**src/rtl/dsp48a1_pkg.sv**
```systemverilog
// Purpose: shared widths, OPMODE bit positions and X/Z mux encodings for the DSP48A1 slice.
// Latency: n/a (declarations only).
// Backpressure: n/a.
package dsp48a1_pkg;

  localparam int P_W = 48;
  localparam int M_W = 36;

  localparam int OPM_SUB = 7;
  localparam int OPM_CIN = 5;

  typedef enum logic [1:0] {
    X_ZERO = 2'd0,
    X_M    = 2'd1,
    X_P    = 2'd2,
    X_DAB  = 2'd3
  } x_sel_e;

  typedef enum logic [1:0] {
    Z_ZERO = 2'd0,
    Z_PCIN = 2'd1,
    Z_P    = 2'd2,
    Z_C    = 2'd3
  } z_sel_e;

  function automatic x_sel_e opm_x(input logic [7:0] opm);
    return x_sel_e'(opm[1:0]);
  endfunction

  function automatic z_sel_e opm_z(input logic [7:0] opm);
    return z_sel_e'(opm[3:2]);
  endfunction

endpackage

```
**src/rtl/dsp_post_adder_core.sv**
```systemverilog
// Purpose: X/Z operand muxes and the 49-bit unsigned add/subtract of the post-adder.
// Latency: purely combinational.
// Backpressure: none; result follows inputs.
module dsp_post_adder_core
  import dsp48a1_pkg::*;
(
  input  x_sel_e           x_sel,
  input  z_sel_e           z_sel,
  input  logic             sub,
  input  logic             cin,
  input  logic [M_W-1:0]   m,
  input  logic [P_W-1:0]   c,
  input  logic [11:0]      d_lo,
  input  logic [17:0]      a,
  input  logic [17:0]      b,
  input  logic [P_W-1:0]   pcin,
  input  logic [P_W-1:0]   p_fb,
  output logic [P_W:0]     r
);

  logic [P_W-1:0] x_op;
  logic [P_W-1:0] z_op;
  logic [P_W:0]   x_plus_cin;

  // Operand selection and the post-adder; bit 48 of r is carry (add) or borrow (subtract).
  always_comb begin
    x_op = '0;
    z_op = '0;
    unique case (x_sel)
      X_ZERO: x_op = '0;
      X_M:    x_op = {{(P_W - M_W){1'b0}}, m};
      X_P:    x_op = p_fb;
      X_DAB:  x_op = {d_lo, a, b};
      default: x_op = '0;
    endcase
    unique case (z_sel)
      Z_ZERO: z_op = '0;
      Z_PCIN: z_op = pcin;
      Z_P:    z_op = p_fb;
      Z_C:    z_op = c;
      default: z_op = '0;
    endcase
    x_plus_cin = {1'b0, x_op} + {{P_W{1'b0}}, cin};
    if (sub) r = {1'b0, z_op} - x_plus_cin;
    else     r = {1'b0, z_op} + x_plus_cin;
  end

endmodule

```
**src/rtl/dsp_post_adder_acc.sv**
```systemverilog
// Purpose: DSP48A1 post-adder/accumulator: P = Z +/- (X + CIN), registered P/CARRYOUT with feedback.
// Latency: 1 cycle operands->P; OPMODE and carry-in take effect one cycle after presentation.
// Backpressure: none; CE low freezes the corresponding register.
module dsp_post_adder_acc
  import dsp48a1_pkg::*;
#(
  parameter int OPMODEREG   = 1,
  parameter int CARRYINREG  = 1,
  parameter int PREG        = 1,
  parameter int CARRYOUTREG = 1,
  parameter     CARRYINSEL  = "OPMODE5"
) (
  input  logic             CLK,
  input  logic             reset,
  input  logic             CEOPMODE,
  input  logic             CECARRYIN,
  input  logic             CEP,
  input  logic [7:0]       OPMODE,
  input  logic [M_W-1:0]   M,
  input  logic [P_W-1:0]   C,
  input  logic [17:0]      D,
  input  logic [17:0]      A,
  input  logic [17:0]      B,
  input  logic [P_W-1:0]   PCIN,
  input  logic             CARRYIN,
  output logic [P_W-1:0]   P,
  output logic [P_W-1:0]   PCOUT,
  output logic             CARRYOUT,
  output logic             CARRYOUTF
);

  localparam bit CIN_FROM_PORT = (CARRYINSEL == "CARRYIN");

  logic [7:0]     opm;
  logic           cin_src;
  logic           cin;
  logic [P_W:0]   r;
  logic [P_W-1:0] p_fb;
  logic           unused_bits;

  assign unused_bits = ^{D[17:12], opm[6], opm[4], OPMODE[6], OPMODE[4], CARRYIN, OPMODE[OPM_CIN]};

  generate
    if (OPMODEREG != 0) begin : g_opm_reg
      logic [7:0] opm_q;
      // OPMODE pipeline stage; bits 4 and 6 are carried along but never used.
      always_ff @(posedge CLK) begin
        if (reset)         opm_q <= '0;
        else if (CEOPMODE) opm_q <= OPMODE;
      end
      assign opm = opm_q;
    end else begin : g_opm_comb
      assign opm = OPMODE;
    end
  endgenerate

  // With a carry-in register the raw OPMODE[5] is sampled so that it lines up with the
  // registered OPMODE; without one it is taken from the (possibly registered) OPMODE.
  generate
    if (CIN_FROM_PORT) begin : g_cin_port
      assign cin_src = CARRYIN;
    end else if (CARRYINREG != 0) begin : g_cin_opm_raw
      assign cin_src = OPMODE[OPM_CIN];
    end else begin : g_cin_opm
      assign cin_src = opm[OPM_CIN];
    end
  endgenerate

  generate
    if (CARRYINREG != 0) begin : g_cin_reg
      logic cin_q;
      // Carry-in pipeline stage.
      always_ff @(posedge CLK) begin
        if (reset)          cin_q <= 1'b0;
        else if (CECARRYIN) cin_q <= cin_src;
      end
      assign cin = cin_q;
    end else begin : g_cin_comb
      assign cin = cin_src;
    end
  endgenerate

  dsp_post_adder_core u_core (
    .x_sel (opm_x(opm)),
    .z_sel (opm_z(opm)),
    .sub   (opm[OPM_SUB]),
    .cin   (cin),
    .m     (M),
    .c     (C),
    .d_lo  (D[11:0]),
    .a     (A),
    .b     (B),
    .pcin  (PCIN),
    .p_fb  (p_fb),
    .r     (r)
  );

  generate
    if (PREG != 0) begin : g_p_reg
      logic [P_W-1:0] p_q;
      // P register; a held P remains the feedback operand.
      always_ff @(posedge CLK) begin
        if (reset)    p_q <= '0;
        else if (CEP) p_q <= r[P_W-1:0];
      end
      assign P    = p_q;
      assign p_fb = p_q;
    end else begin : g_p_comb
      assign P = r[P_W-1:0];
      // Feedback without a P register would be a combinational loop; tie it off and flag use.
      assign p_fb = '0;
      // Flag any selection of P as an operand while P is unregistered.
      always_ff @(posedge CLK) begin
        if (!reset) begin
          assert (opm[1:0] != X_P && opm[3:2] != Z_P)
            else $error("P feedback selected with PREG=0");
        end
      end
    end
  endgenerate

  generate
    if (CARRYOUTREG != 0) begin : g_co_reg
      logic co_q;
      // CARRYOUT register, enabled together with the carry-in stage.
      always_ff @(posedge CLK) begin
        if (reset)          co_q <= 1'b0;
        else if (CECARRYIN) co_q <= r[P_W];
      end
      assign CARRYOUT = co_q;
    end else begin : g_co_comb
      assign CARRYOUT = r[P_W];
    end
  endgenerate

  assign PCOUT     = P;
  assign CARRYOUTF = CARRYOUT;

endmodule

```
**config.mk**
```make
export PLATFORM = sky130hd
export DESIGN_NAME = dsp_post_adder_acc
export DESIGN_NICKNAME = d
export VERILOG_FILES = /design/src/rtl/dsp48a1_pkg.sv /design/src/rtl/dsp_post_adder_core.sv /design/src/rtl/dsp_post_adder_acc.sv
export SDC_FILE = /design/constraint.sdc
export NUM_CORES = 1
export LEC_CHECK = 0
export BUFFER_PORTS_ARGS = -buffer_cell sky130_fd_sc_hd__buf_4
export CELL_PAD_IN_SITES_DETAIL_PLACEMENT = 1
export CELL_PAD_IN_SITES_GLOBAL_PLACEMENT = 2
export CORE_MARGIN = 1.5
export CORE_UTILIZATION = 30
export DETAILED_ROUTE_END_ITERATION = 16
export PLACE_DENSITY = 0.89
export SYNTH_ARGS = -nofsm -noshare
export SYNTH_HDL_FRONTEND = slang
export SYNTH_SLANG_ARGS = --single-unit
```
**constraint.sdc**
```tcl
create_clock -name CLK -period 9.6 [get_ports CLK]
set_input_delay 0.48 -clock CLK [delete_from_list [all_inputs] [get_ports CLK]]
set_output_delay 0.48 -clock CLK [all_outputs]
set_load 0.05 [all_outputs]
```
Word level (Yosys, flattened, before mapping)
Index checks and enable logic that the tools add are counted.

Equal/unequal tests: 6. $add $sub $neg: 3. Reduce and logical (&&, ||, !) cells: 2. Muxes and demuxes: 3.

Operators by type and width (count): $pmux 48 s4 (2); $add 48x1->49 (1); $add 48x49->49 (1); $mux 49 (1); $sub 48x49->49 (1); $eq 2x2->1 const B (4); $eq 2x1->1 const B (2); $logic_not 2->1 (2).

Bits in registers: 58. Input bits: 200. Output and inout port bits: 98. Logic and storage cells: 18.

Depth between registers and ports, before layout
Depth in word-level cells: 5. Depth in mapped cells: 37. Depth with buffers taken out: 30.

Hierarchy
A second synthesis with hierarchy kept.

Cells, all modules: 1188. Area total of the unflattened synthesis: 9406.5 um^2.

By module, submodules not included: dsp_post_adder_core (times used 1, seq. area each 0.0 um^2, area each 7064.3 um^2, cells each 961); dsp_post_adder_acc (times used 1, seq. area each 1101.1 um^2, area each 2342.2 um^2, cells each 227).

Worst setup path before layout
OpenSTA, ideal clock, no wires.

Path type: register -> register. From: reg g_opm_reg.opm_q[1]. To: reg g_p_reg.p_q[43] (netlist: P[43]). Cell stages (with the launch flop): 36. Clock period less this slack: 7157 ps. Buffers on the path: 9. Library setup time: 106 ps. Arrival time: 7051 ps. Setup slack: 2443 ps. Data required time: 9494 ps. Path through: dfxtp_1 -> buf_6 -> buf_12 -> buf_6 -> buf_4 -> buf_6 -> clkbuf_1 -> buf_1 -> mux2i_1 -> o21ai_0 -> ha_1 -> ha_1 -> inv_1 -> a211oi_1 -> and2_1 -> and4_1 -> buf_2 -> xnor2_1 -> a211oi_1 -> and4bb_1 -> and2_1 -> clkbuf_1 -> a21oi_1 -> xor2_1 -> ha_1 -> a21o_1 -> o21bai_1 -> a21o_1 -> a21o_1 -> a21o_1 -> a211oi_1 -> o31a_1 -> o21ai_0 -> a221o_1 -> a31o_2 -> o311ai_0.

Word-level cells in the longest chain between the ends: 5. Elaborated cells between the ends (all ways): 9. Those cells by class: add/sub: 3; eq/ne: 3; mux: 2; reduce/logical: 1.

RTL lines: from (decl) (line dsp_post_adder_acc.sv:45) `logic [7:0] opm_q;`; from (signal assigned) (line dsp_post_adder_acc.sv:48) `if (reset) opm_q <= '0;`; from (signal assigned) (line dsp_post_adder_acc.sv:49) `else if (CEOPMODE) opm_q <= OPMODE;`; $eq 2x2->1 (tied with other cells) (line dsp_post_adder_core.sv:29) `unique case (x_sel)`; $pmux 48 s4 * (line dsp_post_adder_core.sv:29); $add 48x1->49 * (line dsp_post_adder_core.sv:43) `x_plus_cin = {1'b0, x_op} + {{P_W{1'b0}}, cin};`; $add 48x49->49 / $sub 48x49->49 (equally long branches) (line dsp_post_adder_core.sv:45, dsp_post_adder_core.sv:44); $mux 49 * (line dsp_post_adder_core.sv:44) `if (sub) r = {1'b0, z_op} - x_plus_cin;`; to (signal assigned) (line dsp_post_adder_acc.sv:104) `else if (CEP) p_q <= r[P_W-1:0];`; to (decl) (line dsp_post_adder_acc.sv:100) `logic [P_W-1:0] p_q;`.

Every way passes the cells marked *; elsewhere a longest branch is shown, timed or not. A chain may end at the register's enable or synchronous reset.

Final worst setup path
From: reg g_opm_reg.opm_q[0]. To: reg g_co_reg.co_q (netlist: CARRYOUT).

Word-level cells in the longest chain between the ends: 5. Elaborated cells between the ends (all ways): 9. Those cells by class: add/sub: 3; eq/ne: 3; mux: 2; reduce/logical: 1.

RTL lines: $eq 2x2->1 (tied with other cells) (line dsp_post_adder_core.sv:29); $pmux 48 s4 * (line dsp_post_adder_core.sv:29); $add 48x1->49 * (line dsp_post_adder_core.sv:43); $add 48x49->49 / $sub 48x49->49 (equally long branches) (line dsp_post_adder_core.sv:45, dsp_post_adder_core.sv:44); $mux 49 * (line dsp_post_adder_core.sv:44); to (signal assigned) (line dsp_post_adder_acc.sv:128) `else if (CECARRYIN) co_q <= r[P_W];`; to (decl) (line dsp_post_adder_acc.sv:124) `logic co_q;`.

Marks and branches as above.

==> flow_metrics.py <==
metrics = {
    "outcome": {
        "status": "completed",
    },
    "sta": {
        "hold_ws_ps": 405.6,
        "hold_violations": 0,
        "worst_pin_slew_ps": 976.1,
        "grt_setup_unrepaired": "false",
        "min_period_ps": 8297,
        "finalClockSkew_ps": 8.252,
        "setup_tns_ps": 0,
        "drv_slew": 0,
        "slew_headroom_pct": 34.10,
        "setup_viol_count_final": 0,
        "period_share_pct": 86.43,
        "timing.fmax_ghz": 0.1205,
        "postLayoutSetupSlackWorst_ps": 1303,
    },
    "floorplan": {
        "die_w_um": 181.3,
        "rows": 65,
        "die_y_um": 181.3,
        "initial_core_util_pct": 30.39,
        "core-area_um2": 31390,
        "io_pins": 298,
        "die_area_um2": 32880,
    },
    "pwr": {
        "peakVddDrop_mv": 0.07042,
        "power_density_nw_per_um2": 132.6,
        "leakagePower_nw": 5.164,
        "totalPowerFinal_w": 0.001562,
    },
    "placed_design": {
        "gp_congestion": 0.9650,
        "hpwl_mm": 28.27,
        "pre_cts_slack_ps": 1305,
        "placed_area_um2": 11600,
        "port-buffer-count": 288,
    },
    "yosys": {
        "ys.flop_type": "dfxtp_1",
        "yosysWarnings": 0,
        "seq_area_frac_synth_pct": 11.54,
        "yosysUniqueCellTypes": 88,
        "syn-num-nets": 1463,
        "synthCells": 1211,
        "async_reset_ff_share_pct": 0,
        "ys_ff_latch": 55,
        "synth_edf_count": 0,
        "synth.avg_cell_area_um2": 7.879,
        "netlist_area_um2": 9542,
    },
    "routing": {
        "wl_mm": 35.15,
        "routed_via_density": 5.554,
        "wl_met2_mm": 17.01,
        "drc_errors": 0,
        "drt_iter0_drc": 505,
        "met3_wirelength_mm": 1.444,
        "drtAntennaViolNets": 0,
        "top_layer": "met4",
        "drt-met1-wl_mm": 16.02,
        "routedWlPerCell_um": 19.46,
        "firstDrtPassIters": 5,
        "vias": 10030,
    },
    "global_routing": {
        "grt_pass1_wl_mm": 55.79,
        "antenna_found_initial": 0,
        "grt_use_total_pct": 20.96,
        "grt_max_degree": 60,
        "grt_pass1_vias": 10242,
        "globalRouteOverflowTotal": 0,
    },
    "critical_path": {
        "cp_top_family": "compound AO/OA/AOI/OAI gates",
        "start_kind": "flop",
        "max_stage_delay_ps": 890,
        "arrival_ps": 8480,
        "cp_num_buf_inv": 4,
        "path_class": "reg -> reg",
        "crit_fanout": 42,
        "cp-end-kind": "flop",
        "required_ps": 9780,
        "cp_slowest_cell": "o311ai_0",
    },
    "clock_tree": {
        "htreeDepth": 2,
        "clock_path_buffers": 2,
        "ctsHoldBuffers": 0,
        "insertion_delay_ps": 320,
        "post-cts-setup-buffer-count": 0,
        "cts_tree": "done",
        "postCtsResizedCells": 0,
        "cts.sinks": 55,
        "path_clk_slew_ps": 80,
        "cts_root_buf": "clkbuf_16",
        "cts_buffers": 5,
    },
    "layout": {
        "drive_above_1_share_pct": 29.91,
        "synthToLayoutAreaGrowth_pct": 23.43,
        "layout.nets": 1655,
        "final_cell_mix": "297 x buf_4, 121 x nor2_1, 80 x mux2_2, 73 x xnor2_1, 67 x a21oi_1",
        "final_common_cell": "buf_4",
        "diodes": 0,
        "final_cell_area_um2": 11780,
    },
    "job": {
        "cap_viol_max_count": 0,
    },
    "hold_path": {
        "hold_path.class": "in -> reg",
    },
}
==> cell families after synthesis <==
family | share of synthesized area (%)
AOI/OAI and AO/OA | 24.84
xor gates and xnor gates | 12.21
adders and majority gates | 6.897
buffers and inverters | 7.868
DFF | 11.54
muxes | 15.55
and+or+nand+nor | 21.10
==> stage by stage <==
step | std cells | utilization (%)
2_1_floorplan | 1211 | -
3_3_place_gp | 1798 | 36.96
3_5_place_dp | 1798 | 36.96
4_1_cts | 1806 | 37.52
5_1_grt | 1806 | 37.52
6_report | 1806 | 37.52
==> state kept, by name, indices dropped and copies added (netlist names) <==
| name | flops |
|---|---|
| g_opm_reg.opm_q | 5 |
| P | 48 |
| cin | 1 |
| CARRYOUT | 1 |
==> cells in the mapped netlist, drive strengths merged, types with 31 or more instances <==
library cell,count,area share [%]
mux2,82,9.7
a21o,39,3.1
a22o,56,5.1
ha,51,6.7
xor2,60,5.5
a21oi,70,3.9
nand2,58,2.3
mux2i,56,5.9
buf,81,5.9
dfxtp,55,12
o21ai,31,1.6
clkbuf,31,1.2
nor2,121,4.8
xnor2,73,6.7
==> power by group <==
group | internal, W | total [W] | switching (W)
registers | 0.000262 | 0.000324 | 0.0000616
logic | 0.000388 | 0.00101 | 0.000619
clock network | 0.000130 | 0.000231 | 0.000101
==> final timing paths <==
path | start | to | slack (ps) | cells after the start
min reg2reg | P[28] | P[28] | 550 | 2
min | OPMODE[1] | g_opm_reg.opm_q[1] | 410 | 3
max | g_opm_reg.opm_q[0] | CARRYOUT | 1300 | 28
max reg2reg | g_opm_reg.opm_q[0] | CARRYOUT | 1300 | 28
==> metal layers <==
metal  GRT usage [%]  vias to the layer above
met5               0                        -
met4           5.233                        0
met3           2.338                       44
met2           36.51                      259
met1           27.40                     4872
li1                -                     4855
==> worst reg2reg max path: cells and delay by family (launching register included) <==
| family | cells | cell delay, ps |
|---|---|---|
| flip-flops | 1 | 330 |
| buffers and inverters | 4 | 1080 |
| AND/OR/NAND/NOR | 5 | 1350 |
| AO/OA/AOI/OAI | 14 | 4210 |
| adder cells (fa/ha/maj) | 3 | 820 |
| XOR/XNOR | 2 | 380 |
==> layout make-up <==
class | instances | area (um^2)
Clock buffer | 6 | 138.9
Tap cell | 402 | 503.0
Clock inverter | 2 | 35.03
Multi-Input combinational cell | 1026 | 7697
Inverter | 18 | 67.56
Timing Repair Buffer | 297 | 2230
Sequential cell | 55 | 1106
Fill cell | 3856 | 19620
No activity file was read; power rests on OpenSTA's default activity.
